### src/rtl/osc_trigger_capture.sv
// Trigger/capture controller between the ADC sample stream and the sample FIFO.
// Detects a level crossing (or auto timeout) and writes post_len samples to the FIFO.
module osc_trigger_capture #(
    parameter int CNT_W  = 16,
    parameter int DATA_W = 8
) (
    input  logic              clk_in,
    input  logic              rst,
    input  logic              arm,
    input  logic              abort,
    input  logic              sample_valid,
    input  logic [DATA_W-1:0] adc_data,
    input  logic [DATA_W-1:0] trig_level,
    input  logic              trig_falling,
    input  logic              auto_en,
    input  logic [CNT_W-1:0]  timeout,
    input  logic [CNT_W-1:0]  post_len,
    input  logic              fifo_full,
    output logic              fifo_wr,
    output logic [DATA_W-1:0] fifo_data,
    output logic              busy,
    output logic              triggered,
    output logic              auto_fired,
    output logic              overflow,
    output logic              done,
    output logic [CNT_W-1:0]  cap_cnt
);

    localparam logic [1:0] S_IDLE    = 2'd0;
    localparam logic [1:0] S_ARMED   = 2'd1;
    localparam logic [1:0] S_CAPTURE = 2'd2;
    localparam logic [1:0] S_DONE    = 2'd3;

    localparam logic [CNT_W-1:0] CNT_ZERO = '0;
    localparam logic [CNT_W-1:0] CNT_ONE  = {{(CNT_W-1){1'b0}}, 1'b1};

    logic [1:0]        state_q, state_d;
    logic [DATA_W-1:0] level_q, level_d;
    logic              falling_q, falling_d;
    logic              auto_q, auto_d;
    logic [CNT_W-1:0]  timeout_q, timeout_d;
    logic [CNT_W-1:0]  post_len_q, post_len_d;
    logic [DATA_W-1:0] prev_q, prev_d;
    logic              prev_valid_q, prev_valid_d;
    logic [CNT_W-1:0]  tmo_cnt_q, tmo_cnt_d;
    logic [CNT_W-1:0]  cap_cnt_q, cap_cnt_d;
    logic              triggered_q, triggered_d;
    logic              auto_fired_q, auto_fired_d;
    logic              overflow_q, overflow_d;
    logic              fifo_wr_q, fifo_wr_d;
    logic [DATA_W-1:0] fifo_data_q, fifo_data_d;

    logic              edge_hit;
    logic              auto_hit;
    logic              take_sample;
    logic [CNT_W-1:0]  cap_cnt_inc;

    always_comb begin
        if (falling_q) begin
            edge_hit = prev_valid_q && (prev_q > level_q) && (adc_data <= level_q);
        end else begin
            edge_hit = prev_valid_q && (prev_q < level_q) && (adc_data >= level_q);
        end
        // A zero timeout means "fire on the first valid sample".
        auto_hit    = auto_q && ((timeout_q == CNT_ZERO) || (tmo_cnt_q == timeout_q - CNT_ONE));
        cap_cnt_inc = cap_cnt_q + CNT_ONE;
    end

    always_comb begin
        state_d      = state_q;
        level_d      = level_q;
        falling_d    = falling_q;
        auto_d       = auto_q;
        timeout_d    = timeout_q;
        post_len_d   = post_len_q;
        prev_d       = prev_q;
        prev_valid_d = prev_valid_q;
        tmo_cnt_d    = tmo_cnt_q;
        cap_cnt_d    = cap_cnt_q;
        triggered_d  = triggered_q;
        auto_fired_d = auto_fired_q;
        overflow_d   = overflow_q;
        fifo_wr_d    = 1'b0;
        fifo_data_d  = fifo_data_q;
        take_sample  = 1'b0;

        if (abort) begin
            state_d      = S_IDLE;
            cap_cnt_d    = CNT_ZERO;
            tmo_cnt_d    = CNT_ZERO;
            prev_valid_d = 1'b0;
            triggered_d  = 1'b0;
        end else begin
            case (state_q)
                S_IDLE, S_DONE: begin
                    if (arm) begin
                        level_d      = trig_level;
                        falling_d    = trig_falling;
                        auto_d       = auto_en;
                        timeout_d    = timeout;
                        post_len_d   = (post_len == CNT_ZERO) ? CNT_ONE : post_len;
                        cap_cnt_d    = CNT_ZERO;
                        tmo_cnt_d    = CNT_ZERO;
                        prev_valid_d = 1'b0;
                        triggered_d  = 1'b0;
                        auto_fired_d = 1'b0;
                        overflow_d   = 1'b0;
                        state_d      = S_ARMED;
                    end
                end
                S_ARMED: begin
                    if (sample_valid) begin
                        prev_d       = adc_data;
                        prev_valid_d = 1'b1;
                        tmo_cnt_d    = tmo_cnt_q + CNT_ONE;
                        if (edge_hit || auto_hit) begin
                            triggered_d  = 1'b1;
                            auto_fired_d = !edge_hit;
                            take_sample  = 1'b1;
                        end
                    end
                end
                S_CAPTURE: begin
                    take_sample = sample_valid;
                end
                default: state_d = S_IDLE;
            endcase
        end

        // Dropped samples still advance cap_cnt so the frame keeps its time base.
        if (take_sample) begin
            if (fifo_full) begin
                overflow_d = 1'b1;
            end else begin
                fifo_wr_d   = 1'b1;
                fifo_data_d = adc_data;
            end
            cap_cnt_d = cap_cnt_inc;
            state_d   = (cap_cnt_inc == post_len_q) ? S_DONE : S_CAPTURE;
        end
    end

    always_ff @(posedge clk_in) begin
        if (rst) begin
            state_q      <= S_IDLE;
            level_q      <= '0;
            falling_q    <= 1'b0;
            auto_q       <= 1'b0;
            timeout_q    <= '0;
            post_len_q   <= CNT_ONE;
            prev_q       <= '0;
            prev_valid_q <= 1'b0;
            tmo_cnt_q    <= '0;
            cap_cnt_q    <= '0;
            triggered_q  <= 1'b0;
            auto_fired_q <= 1'b0;
            overflow_q   <= 1'b0;
            fifo_wr_q    <= 1'b0;
            fifo_data_q  <= '0;
        end else begin
            state_q      <= state_d;
            level_q      <= level_d;
            falling_q    <= falling_d;
            auto_q       <= auto_d;
            timeout_q    <= timeout_d;
            post_len_q   <= post_len_d;
            prev_q       <= prev_d;
            prev_valid_q <= prev_valid_d;
            tmo_cnt_q    <= tmo_cnt_d;
            cap_cnt_q    <= cap_cnt_d;
            triggered_q  <= triggered_d;
            auto_fired_q <= auto_fired_d;
            overflow_q   <= overflow_d;
            fifo_wr_q    <= fifo_wr_d;
            fifo_data_q  <= fifo_data_d;
        end
    end

    assign fifo_wr    = fifo_wr_q;
    assign fifo_data  = fifo_data_q;
    assign busy       = (state_q == S_ARMED) || (state_q == S_CAPTURE);
    assign done       = (state_q == S_DONE);
    assign triggered  = triggered_q;
    assign auto_fired = auto_fired_q;
    assign overflow   = overflow_q;
    assign cap_cnt    = cap_cnt_q;

endmodule

### config.mk
export PLATFORM = sky130hd
export DESIGN_NAME = osc_trigger_capture
export DESIGN_NICKNAME = d
export VERILOG_FILES = /design/src/rtl/osc_trigger_capture.sv
export SDC_FILE = /design/constraint.sdc
export NUM_CORES = 1
export LEC_CHECK = 0
export BUFFER_PORTS_ARGS = -buffer_cell sky130_fd_sc_hd__buf_2
export CAP_MARGIN = 20
export CORE_UTILIZATION = 51
export CTS_CLUSTER_SIZE = 25
export DETAILED_ROUTE_END_ITERATION = 10
export HOLD_SLACK_MARGIN = 0.15
export PLACE_DENSITY = 0.85
export SYNTH_ARGS = -nofsm -noshare
export SYNTH_HDL_FRONTEND = slang
export SYNTH_SLANG_ARGS = --single-unit
### constraint.sdc
create_clock -name clk_in -period 2.9 [get_ports clk_in]
set_input_delay 0.58 -clock clk_in [delete_from_list [all_inputs] [get_ports clk_in]]
set_output_delay 0.58 -clock clk_in [all_outputs]
set_load 0.01 [all_outputs]
[Yosys cells after proc, flatten, opt, wreduce, memory -nomap -nowiden]
Index checks and enable logic that the tools add are counted.
Word-level totals
  RAM bits: 0
  output and inout bits: 30
  bits in latches: 0
  memory bits (read-only): 0
  logic and storage cells: 90
  bits of input ports: 56
  bits in registers: 97
  memories: 0
Operators by class
  add/subtract/negate cells: 3
  mux-type cells: 32
  bitwise logic cells: 3
  shift-type cells: 0
  reduce and logical (&&, ||, !) cells: 25
  divide/modulo/power cells: 0
  multipliers: 0
  order comparisons: 4
  equal/unequal tests: 8
Operators by type and width (number)
  16-bit two-way mux: 6
  16-bit by 1-bit adder with 16-bit output, second input constant: 2
  16-bit equality test: 2
  16-bit logical NOT: 2
  16-bit case mux with 2 select lines: 1
  1-bit two-way mux: 17
  16-bit by 1-bit subtractor with 16-bit output, second input constant: 1
  3-bit AND reduction: 3
  8-bit greater-or-equal comparator: 1
  8-bit > comparator: 1
  8-bit less-or-equal comparator: 1
  8-bit < comparator: 1
  2-bit two-way mux: 4
  1-bit case mux with 2 select lines: 4
  2-bit != test, second input constant: 3
  3-bit nonzero test: 2
  2-bit OR reduction: 3
  1-bit logical AND: 5
  5-bit AND reduction: 1
  2-bit equality test, second input constant: 2
  2-bit AND reduction: 2
  4-bit AND reduction: 1
  1-bit logical OR: 3
  1-bit NOT: 3
  4 further kinds: 4

[Depth between registers and ports, before layout]
  depth after elaboration: 11
  mapped depth: 11
  mapped depth without buffers: 10

[Worst setup path after synthesis]
No wires, ideal clock.
  path kind: register to register
  from: register timeout_q[8]
  to: register fifo_data_q[0] (netlist: fifo_data[0])
  buffers on the path: 0
  path slack: -311 ps
  cell stages (with the launch flop): 9
  required time: 2772 ps
  arrival time: 3084 ps
  library setup time: 128 ps
  clock period less this slack: 3211 ps
  path through: dfxtp_1 -> or4_4 -> nand4b_1 -> xnor2_1 -> or4_1 -> o31a_2 -> a2111oi_4 -> mux2i_1 -> nor2_1
Between the ends
  longest elaborated chain between the ends: 10
  elaborated cells on any way between the ends: 11
  classes of those cells: 1 x add/sub; 1 x eq/ne; 4 x mux; 5 x reduce/logical
RTL lines
  from (decl): RTL line 41  | logic [CNT_W-1:0] timeout_q, timeout_d;
  from (signal assigned): RTL line 165  | timeout_q <= timeout_d;
  16-bit by 1-bit subtractor with 16-bit output: RTL line 65  | auto_hit = auto_q && ((timeout_q == CNT_ZERO) || (tmo_cnt_q == timeout_q - CNT_ONE));
  16-bit equality test: RTL line 65
  1-bit logical OR *: RTL line 65
  1-bit logical AND *: RTL line 65
  1-bit logical OR *: RTL line 116  | if (edge_hit || auto_hit) begin
  1-bit two-way mux *: RTL line 116
  1-bit two-way mux *: RTL line 112  | if (sample_valid) begin
  1-bit case mux with 2 select lines *: RTL line 94  | case (state_q)
  1-bit two-way mux *: RTL line 87  | if (abort) begin
  2-bit AND reduction (no line) *
  to (signal assigned): RTL line 175  | fifo_data_q <= fifo_data_d;
  to (decl): RTL line 51  | logic [DATA_W-1:0] fifo_data_q, fifo_data_d;
Every way passes the cells marked *; elsewhere a longest branch is shown, timed or not.
A chain may end at the register's enable or synchronous reset.

[Worst setup path in the final report]
  from: register timeout_q[1]
  to: register cap_cnt_q[7] (netlist: cap_cnt[7])
Between the ends
  longest elaborated chain between the ends: 11
  elaborated cells on any way between the ends: 14
  classes of those cells: 1 x add/sub; 1 x eq/ne; 5 x mux; 7 x reduce/logical
RTL lines
  16-bit by 1-bit subtractor with 16-bit output: RTL line 65
  16-bit equality test: RTL line 65
  1-bit logical OR *: RTL line 65
  1-bit logical AND *: RTL line 65
  1-bit logical OR *: RTL line 116
  1-bit two-way mux *: RTL line 116
  1-bit two-way mux *: RTL line 112
  1-bit case mux with 2 select lines *: RTL line 94
  1-bit two-way mux *: RTL line 87
  3-bit nonzero test (no line)
  2-bit AND reduction (no line)
  to (signal assigned): RTL line 170  | cap_cnt_q <= cap_cnt_d;
  to (decl): RTL line 46  | logic [CNT_W-1:0] cap_cnt_q, cap_cnt_d;
Marked as above.

==> out/qor.csv <==
stage;metric;value;unit
status;status;complete, but fails checks;
status;violations;negative setup slack;
clocking;cts_inserted_buffers;9;
placed_design;hpwl;10070;um
final_layout;drive_gt1_share;24.10;%
timing;relSlewSlack;50.17;%
critical_path;cp_data_required_time;3210;ps
logic_synthesis;syn-num-nets;736;
timing;finalCritPeriodShare;102.5;%
timing;max_freq;336.6;MHz
floorplanning;io_pins;86;
clocking;cts_sinks;97;
route;wl_per_cell;15.49;um
logic_synthesis;netlist_area;0.005211;mm2
timing;setup_ws;-71.21;ps
logic_synthesis;synth-edff-count;0;
clocking;cts_tree;yes;
logic_synthesis;yosysMostFrequentCell;nand2_1;
min_path;hold_path.class;in -> reg;
clocking;clk_pin_slew;100;ps
grt;grt_antenna_before_repair;0;
logic_synthesis;yosysTopAreaCell;dfxtp_1;
job;drv_cap;0;
logic_synthesis;synth_commonest_cells;nand2_1 (128), dfxtp_1 (97), a21oi_1 (73), nor2_1 (52);
critical_path;cp_slowest_cell;or4_4;
route;dr.pass1.iters;5;
placed_design;place_area;0.006016;mm2
critical_path;worstSetupEndpointType;flip-flop;
final_layout;area_growth;23.29;%
critical_path;reg2reg_slack;-70;ps
grt;grt_overflow;0;
clocking;clock_latency;370;ps
timing;hold_violations;0;
logic_synthesis;synthArstFlopShare;0;%
logic_synthesis;synth_top_cell_area_share;37.26;%
floorplanning;die_w;103.1;um
critical_path;arrival;3280;ps
critical_path;regToRegEndpoint;cap_cnt[7];
logic_synthesis;avgSynthCellArea;7.920;um2
floorplanning;die_area;0.01063;mm2
logic_synthesis;synth-seq-cells;97;
logic_synthesis;synthFlopType;dfxtp_1;
route;drt_iter0_drc;397;
route;drc;0;
critical_path;worstPathBufferInverterCount;4;
floorplanning;initial_core_util;53.07;%
timing;tns;-455.4;ps
placed_design;gp_congestion;0.8897;
final_layout;n_antenna_cell;0;
grt;grt_usage;26.91;%
clocking;ctsHoldBuffers;0;
critical_path;cpMostUsedCell;a31oi_1;
timing;rsz0062_at_grt;true;
timing;period_minus_slack;2971;ps
power_and_ir_drop;p_leak;2.617;nW
timing;setup_viol;14;
logic_synthesis;ys_seq_area_share;37.26;%
floorplanning;die_height;103.1;um
floorplanning;rows;36;
critical_path;path_class;reg -> reg;
grt;grt_pass1_vias;4798;
critical_path;reg2regPathDepth;13;
route;drtAntennaViolNets;0;
logic_synthesis;syn_inst;658;
clocking;ctsLongestPathBuffers;2;
min_path;min_to;timeout_q[8];
min_path;hold_depth;3;
route;vias;5212;
power_and_ir_drop;ir_worst_vdd;0.0002332;V
timing;hold_slack;433.1;ps
critical_path;critPathLaunchType;flip-flop;
timing;fin_worst_skew;14.12;ps
clocking;htreeDepth;3;
critical_path;crit_path_max_fanout;8;
placed_design;portBuffers;85;
logic_synthesis;yosysWarnings;0;
min_path;hold_path.startpoint;timeout[8];
power_and_ir_drop;p_per_area;426.1;mW/mm2
critical_path;slowest_delay;500;ps
final_layout;fin_area;0.006425;mm2
route;viasPerCell;5.709;
grt;grt_max_degree;45;
timing;slew_viol_final;0;
final_layout;nNetsFinal;853;
grt;grt_pass1_wl;22180;um
critical_path;crit_chain;inv_2, ha_4, nor4b_4, and3_1, a31oi_1, or4_4, o31a_4, buf_4, a211oi_4, buf_6, buf_8, a21oi_1, a31oi_1;
critical_path;rr_startpoint;timeout_q[1];
clocking;root_buffer;clkbuf_8;
placed_design;dp_worst_setup_slack;-243.0;ps
route;routed_wirelength;14140;um
logic_synthesis;synth.area.top_cells;dfxtp_1 (37%), nand2_1 (9.2%), a21oi_1 (7.0%);
timing;tightest_slew;745.9;ps
logic_synthesis;synthDistinctLibCells;55;
floorplanning;core_area;0.009819;mm2
critical_path;cpLargestDelayFamily;simple AND/OR/NAND/NOR gates;
-- cell usage in the layout, fill, tap and decap left out, types with 12 or more instances in the layout --
cell,Yosys,routed
xor2_1,19,19
and3_1,14,12
a21oi_1,73,72
nand3_1,23,23
nand2_1,128,126
inv_1,20,18
dfxtp_1,97,93
nor3_1,13,12
o21ai_0,19,15
xnor2_1,25,25
buf_2,0,85
nor2_1,52,50
buf_4,0,41
ha_1,22,21
-- layer usage --
layer / share of wire [%] / vias to the layer above / wire [um] / GRT usage, %
li1: - / 2555 / - / -
met1: 42 / 2443 / 5998 / 32.49
met2: 49 / 183 / 6947 / 46.46
met3: 6.1 / 31 / 867 / 5.831
met4: 2.3 / 0 / 329 / 10.94
met5: 0 / - / 0 / 0
-- stage by stage --
step / cells / power, mW / utilization (%)
global route: 913 / 2.844 / 65.43
global placement: 886 / 1.782 / 61.26
CTS: 907 / 2.733 / 64.63
finish: 913 / 2.738 / 65.43
detailed placement: 886 / 1.795 / 61.26
floorplan: 658 / 1.647 / -
-- how the worst max path moves through the flow --
stage,startpoint,to,cells past startpoint
finish,timeout_q[1],cap_cnt[7],13
CTS,timeout_q[0],fifo_data[5],11
global placement,adc_data[7],fifo_data[4],12
global route,timeout_q[1],fifo_data[2],12
floorplan,timeout_q[11],fifo_data[0],8
detailed placement,adc_data[7],fifo_data[7],12
-- cell type report --
| type | instances | area, um2 |
|---|---|---|
| Timing Repair Buffer | 133 | 838.3 |
| Sequential cell | 97 | 1947 |
| Fill cell | 843 | 3395 |
| Multi-Input combinational cell | 514 | 3184 |
| Clock inverter | 5 | 62.56 |
| Tap cell | 133 | 166.4 |
| Clock buffer | 11 | 151.4 |
| Inverter | 20 | 75.07 |
-- state kept, by name, summed over array words and instances (netlist names), 2 cells and up --
signal      flops
level_q         8
state_q         2
cap_cnt        16
timeout_q      16
tmo_cnt_q      16
post_len_q     16
prev_q          8
fifo_data       8
-- worst reg2reg max path, delay by kind of cell, from the launching register on --
| family | cells | cell delay [ps] |
|---|---|---|
| buffers and inverters | 4 | 490 |
| AND/OR/NAND/NOR | 3 | 1070 |
| AO/OA/AOI/OAI | 5 | 880 |
| flip-flops | 1 | 330 |
| adder cells (fa/ha/maj) | 1 | 140 |
-- kinds of logic (layout without fill, tap and decap cells) --
family | Yosys count | in the layout | share of synthesized area [%]
buf+inv | 47 | 169 | 3.385
xor+xnor | 44 | 44 | 7.395
simple gates | 283 | 283 | 25.40
fa+ha+maj | 22 | 22 | 5.282
flops | 97 | 97 | 37.26
mux | 12 | 12 | 2.401
compound gates | 153 | 153 | 18.87
-- repair_timing --
| item | CTS | global route |
|---|---|---|
| endpoints found under the setup margin | 19 | 27 |
| pin swaps | 1 | 7 |
| cloned | 1 | 1 |
| gates resized for setup | 14 | 21 |
| setup buffers | 4 | 6 |
| hold endpoints to repair | 0 | 0 |
-- where the power goes --
group          internal (mW)  switching [mW]
registers               1.36          0.0258
logic                  0.179           0.221
clock network          0.451           0.500
(Power assumes the default switching activity.)
